[src/rtl/stopwatch_pkg.sv]
// Shared types and digit constants for the MM:SS stopwatch.
// The helper names the 59 boundary so the top-level never hard-codes it.
package stopwatch_pkg;

  localparam int DIGIT_W  = 4;
  localparam int TENS_MAX = 5;
  localparam int ONES_MAX = 9;

  typedef enum logic {
    RUN    = 1'b0,
    PAUSED = 1'b1
  } run_state_e;

  // True when a tens/ones pair reads 59, the last value before wrapping.
  function automatic logic bcd_is_max(input logic [DIGIT_W-1:0] tens,
                                      input logic [DIGIT_W-1:0] ones);
    return (tens == DIGIT_W'(TENS_MAX)) && (ones == DIGIT_W'(ONES_MAX));
  endfunction

endpackage

[src/rtl/bcd_mod60.sv]
// Two-digit BCD counter 00..59. It steps on inc, and carry flags the 59->00 wrap.
module bcd_mod60
  import stopwatch_pkg::*;
(
  input  logic               clk,
  input  logic               rstB,
  input  logic               inc,
  output logic [DIGIT_W-1:0] tens,
  output logic [DIGIT_W-1:0] ones,
  output logic               carry
);

  logic w_at_max;

  assign w_at_max = bcd_is_max(tens, ones);
  assign carry    = inc & w_at_max;

  // The >= compares pull any out-of-range digit back to a legal value.
  always_ff @(posedge clk) begin
    if (rstB) begin
      tens <= '0;
      ones <= '0;
    end else if (inc) begin
      if (ones >= DIGIT_W'(ONES_MAX)) begin
        ones <= '0;
        if (tens >= DIGIT_W'(TENS_MAX)) begin
          tens <= '0;
        end else begin
          tens <= tens + 1'b1;
        end
      end else begin
        ones <= ones + 1'b1;
      end
    end
  end

endmodule

[src/rtl/stopwatch_core.sv]
// Stopwatch core with a divider, a RUN/PAUSED state machine and adjust-mode blink.
// All digit outputs are registered, so a tick shows on the display one clk later.
module stopwatch_core
  import stopwatch_pkg::*;
#(
  parameter int TICK_DIV = 500
) (
  input  logic               clk,
  input  logic               rstB,
  input  logic               pause,
  input  logic               sel,
  input  logic               adj,
  output logic [DIGIT_W-1:0] min_tens,
  output logic [DIGIT_W-1:0] min_ones,
  output logic [DIGIT_W-1:0] sec_tens,
  output logic [DIGIT_W-1:0] sec_ones,
  output logic               paused,
  output logic               blank_min,
  output logic               blank_sec,
  output logic               o_dbg_state
);

  localparam int               DIV_W    = $clog2(TICK_DIV);
  localparam logic [DIV_W-1:0] DIV_LAST = DIV_W'(TICK_DIV - 1);
  localparam logic [DIV_W-1:0] DIV_HALF = DIV_W'(TICK_DIV / 2 - 1);

  logic [DIV_W-1:0] r_div_cnt;
  logic             r_pause_d;
  run_state_e       r_state;
  logic             r_paused;
  logic             r_blink_phase;

  logic w_tick1;
  logic w_tick2;
  logic w_pause_edge;
  logic w_run_count;
  logic w_sec_inc;
  logic w_min_inc;
  logic w_sec_carry;
  logic w_min_carry;

  always_ff @(posedge clk) begin
    if (rstB) begin
      r_div_cnt <= '0;
    end else if (r_div_cnt == DIV_LAST) begin
      r_div_cnt <= '0;
    end else begin
      r_div_cnt <= r_div_cnt + 1'b1;
    end
  end

  assign w_tick1 = (r_div_cnt == DIV_LAST);
  assign w_tick2 = (r_div_cnt == DIV_HALF) | w_tick1;

  // pause_d resets high so that a button held through reset does not count as a press.
  always_ff @(posedge clk) begin
    if (rstB) begin
      r_pause_d <= 1'b1;
    end else begin
      r_pause_d <= pause;
    end
  end

  assign w_pause_edge = pause & ~r_pause_d;

  always_ff @(posedge clk) begin
    if (rstB) begin
      r_state  <= RUN;
      r_paused <= 1'b0;
    end else if (w_pause_edge) begin
      case (r_state)
        RUN: begin
          r_state  <= PAUSED;
          r_paused <= 1'b1;
        end
        PAUSED: begin
          r_state  <= RUN;
          r_paused <= 1'b0;
        end
        default: begin
          r_state  <= RUN;
          r_paused <= 1'b0;
        end
      endcase
    end
  end

  // The state read here is the one before any pause edge in this cycle.
  assign w_run_count = ~adj & (r_state == RUN) & w_tick1;
  assign w_sec_inc   = w_run_count | (adj & w_tick2 & sel);
  assign w_min_inc   = (w_run_count & w_sec_carry) | (adj & w_tick2 & ~sel);

  bcd_mod60 u_sec (
    .clk   (clk),
    .rstB  (rstB),
    .inc   (w_sec_inc),
    .tens  (sec_tens),
    .ones  (sec_ones),
    .carry (w_sec_carry)
  );

  bcd_mod60 u_min (
    .clk   (clk),
    .rstB  (rstB),
    .inc   (w_min_inc),
    .tens  (min_tens),
    .ones  (min_ones),
    .carry (w_min_carry)
  );

  always_ff @(posedge clk) begin
    if (rstB || !adj) begin
      r_blink_phase <= 1'b0;
    end else if (w_tick2) begin
      r_blink_phase <= ~r_blink_phase;
    end
  end

  assign paused      = r_paused;
  assign blank_min   = adj & ~sel & r_blink_phase;
  assign blank_sec   = adj & sel & r_blink_phase;
  assign o_dbg_state = r_state;

  // The minute carry has no consumer, because 59:59 simply wraps to 00:00.
  logic w_unused;
  assign w_unused = w_min_carry;

endmodule
[config.mk]
export PLATFORM = sky130hd
export DESIGN_NAME = stopwatch_core
export DESIGN_NICKNAME = d
export VERILOG_FILES = /design/src/rtl/stopwatch_pkg.sv /design/src/rtl/bcd_mod60.sv /design/src/rtl/stopwatch_core.sv
export SDC_FILE = /design/constraint.sdc
export NUM_CORES = 1
export LEC_CHECK = 0
export CAP_MARGIN = 5
export CORE_UTILIZATION = 45
export CTS_CLUSTER_DIAMETER = 60
export DETAILED_ROUTE_END_ITERATION = 7
export PLACE_DENSITY = 0.69
export SLEW_MARGIN = 5
export SYNTH_ARGS = -nofsm -noshare
export SYNTH_HDL_FRONTEND = slang
export SYNTH_SLANG_ARGS = --single-unit
[constraint.sdc]
create_clock -name clk -period 2.1 [get_ports clk]
set_input_delay 0.42 -clock clk [delete_from_list [all_inputs] [get_ports clk]]
set_output_delay 0.42 -clock clk [all_outputs]
set_load 0.05 [all_outputs]
# Yosys cells after proc, flatten, opt, wreduce, memory -nomap -nowiden
# Cells that the tools add are included.
# totals
regBits,28
output_inout_bits,20
elab_cells,52
# op_classes
addsub,5
n_lt_le_gt_ge,4
eq_ne,4
mux,5
bitwise,20
reduce_logical,6
# ops
cell,n
"4-bit by 1-bit adder with 4-bit output, second input constant",4
4-bit 2-to-1 mux,4
1-bit AND,12
"9-bit by 1-bit adder with 9-bit output, second input constant",1
"9-bit by 8-bit equality test with 1-bit output, second input constant",1
"9-bit equality test, second input constant",1
"4-bit by 3-bit greater-or-equal comparator with 1-bit output, second input constant",2
"4-bit greater-or-equal comparator, second input constant",2
1-bit inverter,5
"4-bit by 3-bit equality test with 1-bit output, second input constant",1
"4-bit equality test, second input constant",1
2-bit AND reduction,2
1-bit OR,3
1-bit case mux with 2 select lines,1
2-bit OR reduction,1
1-bit logical AND,1
1-bit logical NOT,1
1-bit logical OR,1

# Logic depth before layout (Yosys ltp)
# Gate-level depths: netlist (run 1).
# depth
word_depth,9
depth_mapped,7

# Hierarchy
# Synthesis (run 1) repeated with hierarchy kept, for this count alone.
# unflattened
hier_cells,170
hier_area_um2,1556.5
# modules_own_cells
mod,n_inst,cells_each,area_each_um2,seq_area_each_um2
bcd_mod60,2,52,471.7,160.2
stopwatch_core,1,66,613.1,240.2

# Worst setup path before layout (run 1)
# No wires, ideal clock.
# synth_timing
path_type,reg2reg
startpoint,register u_sec.tens[1]
endpoint,register u_min.tens[3]
arrival_time_ns,2.080
required_time_ns,1.984
path_slack_ns,-0.096
path_stages_with_launch,8
path_cell_list,dfxtp_1 -> inv_1 -> ha_1 -> and4b_1 -> and4_1 -> o211ai_1 -> nor3_1 -> a31o_2
# synth_via
elab_chain_cells,6
# synth_rtl
item,line_no,text
from (decl),bcd_mod60.sv:8,"output logic [DIGIT_W-1:0] tens,"
from (signal assigned),bcd_mod60.sv:29,tens <= tens + 1'b1;
4-bit by 3-bit equality test with 1-bit output,stopwatch_pkg.sv:17,return (tens == DIGIT_W'(TENS_MAX)) && (ones == DIGIT_W'(ONES_MAX));
1-bit logical AND,stopwatch_pkg.sv:17,
1-bit AND,bcd_mod60.sv:16,assign carry = inc & w_at_max;
1-bit AND,stopwatch_core.sv:91,assign w_min_inc = (w_run_count & w_sec_carry) | (adj & w_tick2 & ~sel);
1-bit OR,stopwatch_core.sv:91,
2-bit AND reduction (no line),n/a,
to (signal assigned),bcd_mod60.sv:29,
to (decl),bcd_mod60.sv:8,
# No other way between the ends.
# A chain may end at the register's enable or synchronous reset.

# Worst setup path in the final report (run 1)
# layout_timing
startpoint,"register r_paused, in the netlist paused"
endpoint,output port paused
# layout_lines
item,line_no,text
from (decl),stopwatch_core.sv:30,logic r_paused;
from (signal assigned),stopwatch_core.sv:69,r_paused <= 1'b0;
from (signal assigned),stopwatch_core.sv:74,r_paused <= 1'b1;
from (signal assigned),stopwatch_core.sv:78,r_paused <= 1'b0;
to (decl),stopwatch_core.sv:17,"output logic paused,"
# No word-level cell between the ends.

==> flow_summary.ini, run 1 <==
[clock_tree]
clk_pin_slew_worst_paths_ns = 0.16
h-tree-depth = 1
cts-root-buf = clkbuf_4
insertion_delay_ns = 0.33
cts_tree = done
post_cts.repair.setup_buffers = 0
clock-sinks = 28
cts.path.max_buffers = 2
cts_buffers = 3

[global_route]
grt_start_max_net_pins = 17
overflow = 0
antenna_found_initial = 0
grt_pass1_vias = 1144
grtUsageTotal = 0.1839
grt_first_pass_wirelength_mm = 5.119

[synth]
synth.area.top_cells = dfxtp_1 36%, ha_1 11%, nor2_1 5.5%
ys_async_sr_fraction = 0
yosysTopAreaCellShare = 0.3587
seq_area_frac_synth = 0.3587
synth_seq_cells = 28
synth_edf_count = 0
ys.flop_type = dfxtp_1
yosysWarnings = 0
synth_area_per_cell_um2 = 8.981
synthCells = 174
syn-cell-area_um2 = 1563
synth_top_area_cell = dfxtp_1
synth_cell_types = 45
syn_nets = 193

[drt]
avgViaCountPerCell = 5.265
first_iter_violations = 53
ant_nets = 0
wl_mm = 3.123
first_pass_iters = 4
wl_per_cell_um = 12.34
drc = 0
via_count = 1332

[placement]
numPortBuffers = 24
place.gp.congestion = 0.7619
dp_hpwl_mm = 2.447

[sta]
fin_skew_ns = 0.01991
tightest_slew_ns = 0.5043
final.min_clock_period_ns = 2.025
fin_hold_ws_ns = 0.4771
slew_violations = 0
timing.fmax_mhz = 493.8
finalHoldViolCount = 0
fin_crit_sh = 0.9643
rsz0062_at_grt = false
slew_headroom = 0.6633
setup_violations = 0

[floorplanning]
rows = 21
dieHeight_um = 60.93
die_w_um = 60.93
initial_core_util = 0.4683
dieArea_um2 = 3712
core_um2 = 3337
ioPinCount = 25

[critical_path]
crit_family = buffers and inverters
crit_slowest_cell = clkdlybuf4s50_1
max_stage_delay_ns = 0.84
reg2regPathDepth = 7
end_kind = output port
cp-start-kind = flip-flop
cp.buffers_inverters = 1
crit_fanout = 4
r2r-end = u_min.ones[2]
cp.arrival_ns = 1.61
r2r_slack_ns = 0.17
critPathRequiredTime_ns = 1.68
crit_type = flip-flop to output port
path_cells = clkdlybuf4s50_1
r2r_start = r_div_cnt[1]

[pwr]
p_sw_mw = 0.2065
total_power_mw = 0.9662
p_clk_frac = 0.366
p_int_mw = 0.7597
comb_power_share = 0.069
switching_share = 0.2137
vdd_ir_drop_max_mv = 0.2370
cellPowerDensity_nw_per_um2 = 481.4
p_seq_frac = 0.565
p_leak_nw = 0.8992

[layout]
drive_gt1_frac = 0.1691
n_fill_cell = 316
final_nets = 227
antennaDiodeCount = 0
finish.utilization = 0.6014
area_growth_pct = 28.42

[worst_hold_path]
min_from = r_div_cnt[0]
min_to = r_div_cnt[0]
hold_path_depth = 1
worstHoldPathType = flip-flop to flip-flop

[run]
drv_cap = 0

[run_status]
status = finished, final reports clean
==> stage by stage <==
stage | instance area [um2] | worst slack (ns) | std cells | setup TNS (ns)
after global placement | 1931 | -0.02327 | 249 | -0.02327
after CTS | 1983 | 0.01864 | 253 | 0
after floorplan | 1568 | 0.08207 | 174 | 0
after detailed placement | 1931 | -0.1312 | 249 | -0.4447
after global routing | 2007 | 0.008627 | 253 | 0
final | 2007 | 0.07491 | 253 | 0
==> sequential cells by signal, summed over array words and instances (netlist names) <==
signal         flops
paused             1
r_blink_phase      1
r_div_cnt          9
r_pause_d          1
u_min.ones         4
u_min.tens         4
u_sec.ones         4
u_sec.tens         4
==> logic make-up after synthesis <==
logic type / synth area share
and+or+nand+nor: 0.2658
AOI/OAI and AO/OA: 0.1577
DFF: 0.3587
buffers and inverters: 0.05524
adders and majority gates: 0.1121
xor gates and xnor gates: 0.05044
==> metal layers <==
metal	vias to the layer above	routed length, um	global-route usage	share of wire
met5	-	0	0	0
met2	33	1540	0.3093	0.49
li1	674	-	-	-
met3	4	132	0.01919	0.042
met1	621	1421	0.2477	0.46
met4	0	28	0.05844	0.0090
==> worst max path at each step <==
stage | from | end | cells after the start
after floorplan | u_min.ones[0] | u_min.tens[3] | 6
after global routing | u_min.tens[2] | min_tens[2] | 1
final | paused | paused | 1
after CTS | u_min.ones[0] | min_ones[0] | 1
after detailed placement | adj | u_min.ones[2] | 6
after global placement | adj | u_sec.tens[2] | 6
==> synth_stat cells (4+ instances only) <==
master,instances
a21oi_1,7
a31o_2,4
dfxtp_1,28
ha_1,14
inv_1,15
nand2_1,9
nand3_1,9
nor2_1,23
o21ai_0,6
xnor2_1,8
==> final cells by class <==
cell class / instances / area [um2] / area share
tap: 46 / 57.56 / 0.02868
clock inverter: 1 / 30.03 / 0.01496
timing repair buffer: 34 / 350.3 / 0.1746
sequential: 28 / 566.8 / 0.2824
inverter: 15 / 56.30 / 0.02805
multi-input combinational: 126 / 923.4 / 0.4601
clock buffer: 3 / 22.52 / 0.01122
==> layout by cell type, fill, tap and decap left out, types with 3 or more instances in the layout <==
master and instances:
a21oi_1 7, a31o_2 4, buf_4 10, clkbuf_4 3, clkdlybuf4s50_1 16, dfxtp_1 23, dfxtp_2 5, dlymetal6s2s_1 6
ha_1 13, inv_1 15, nand2_1 9, nand3_1 9, nand4_1 3, nor2_1 23, nor2b_1 3, nor3_1 3
o21ai_0 6, or4b_1 3, xnor2_1 8
==> what timing repair did <==
item,in CTS,in global routing
setup endpoints to repair,0,10
resized for setup,0,9
hold buffers,0,0
==> power by group through the flow <==
stage | Clock, mW | Combinational, mW | Sequential (mW)
2_1_floorplan | 0 | 0.0409 | 0.559
3_3_place_gp | 0 | 0.0658 | 0.556
3_5_place_dp | 0 | 0.0675 | 0.556
4_1_cts | 0.359 | 0.0679 | 0.545
5_1_grt | 0.386 | 0.0739 | 0.547
6_report | 0.354 | 0.0671 | 0.545
Note: power is estimated with default switching activity, not from simulation.
==> run 2: changes to the inputs <==
- SLEW_MARGIN: 5 -> unset
==> results of run 2 <==
Final layout, timing and power as in run 1 (identical DEF).
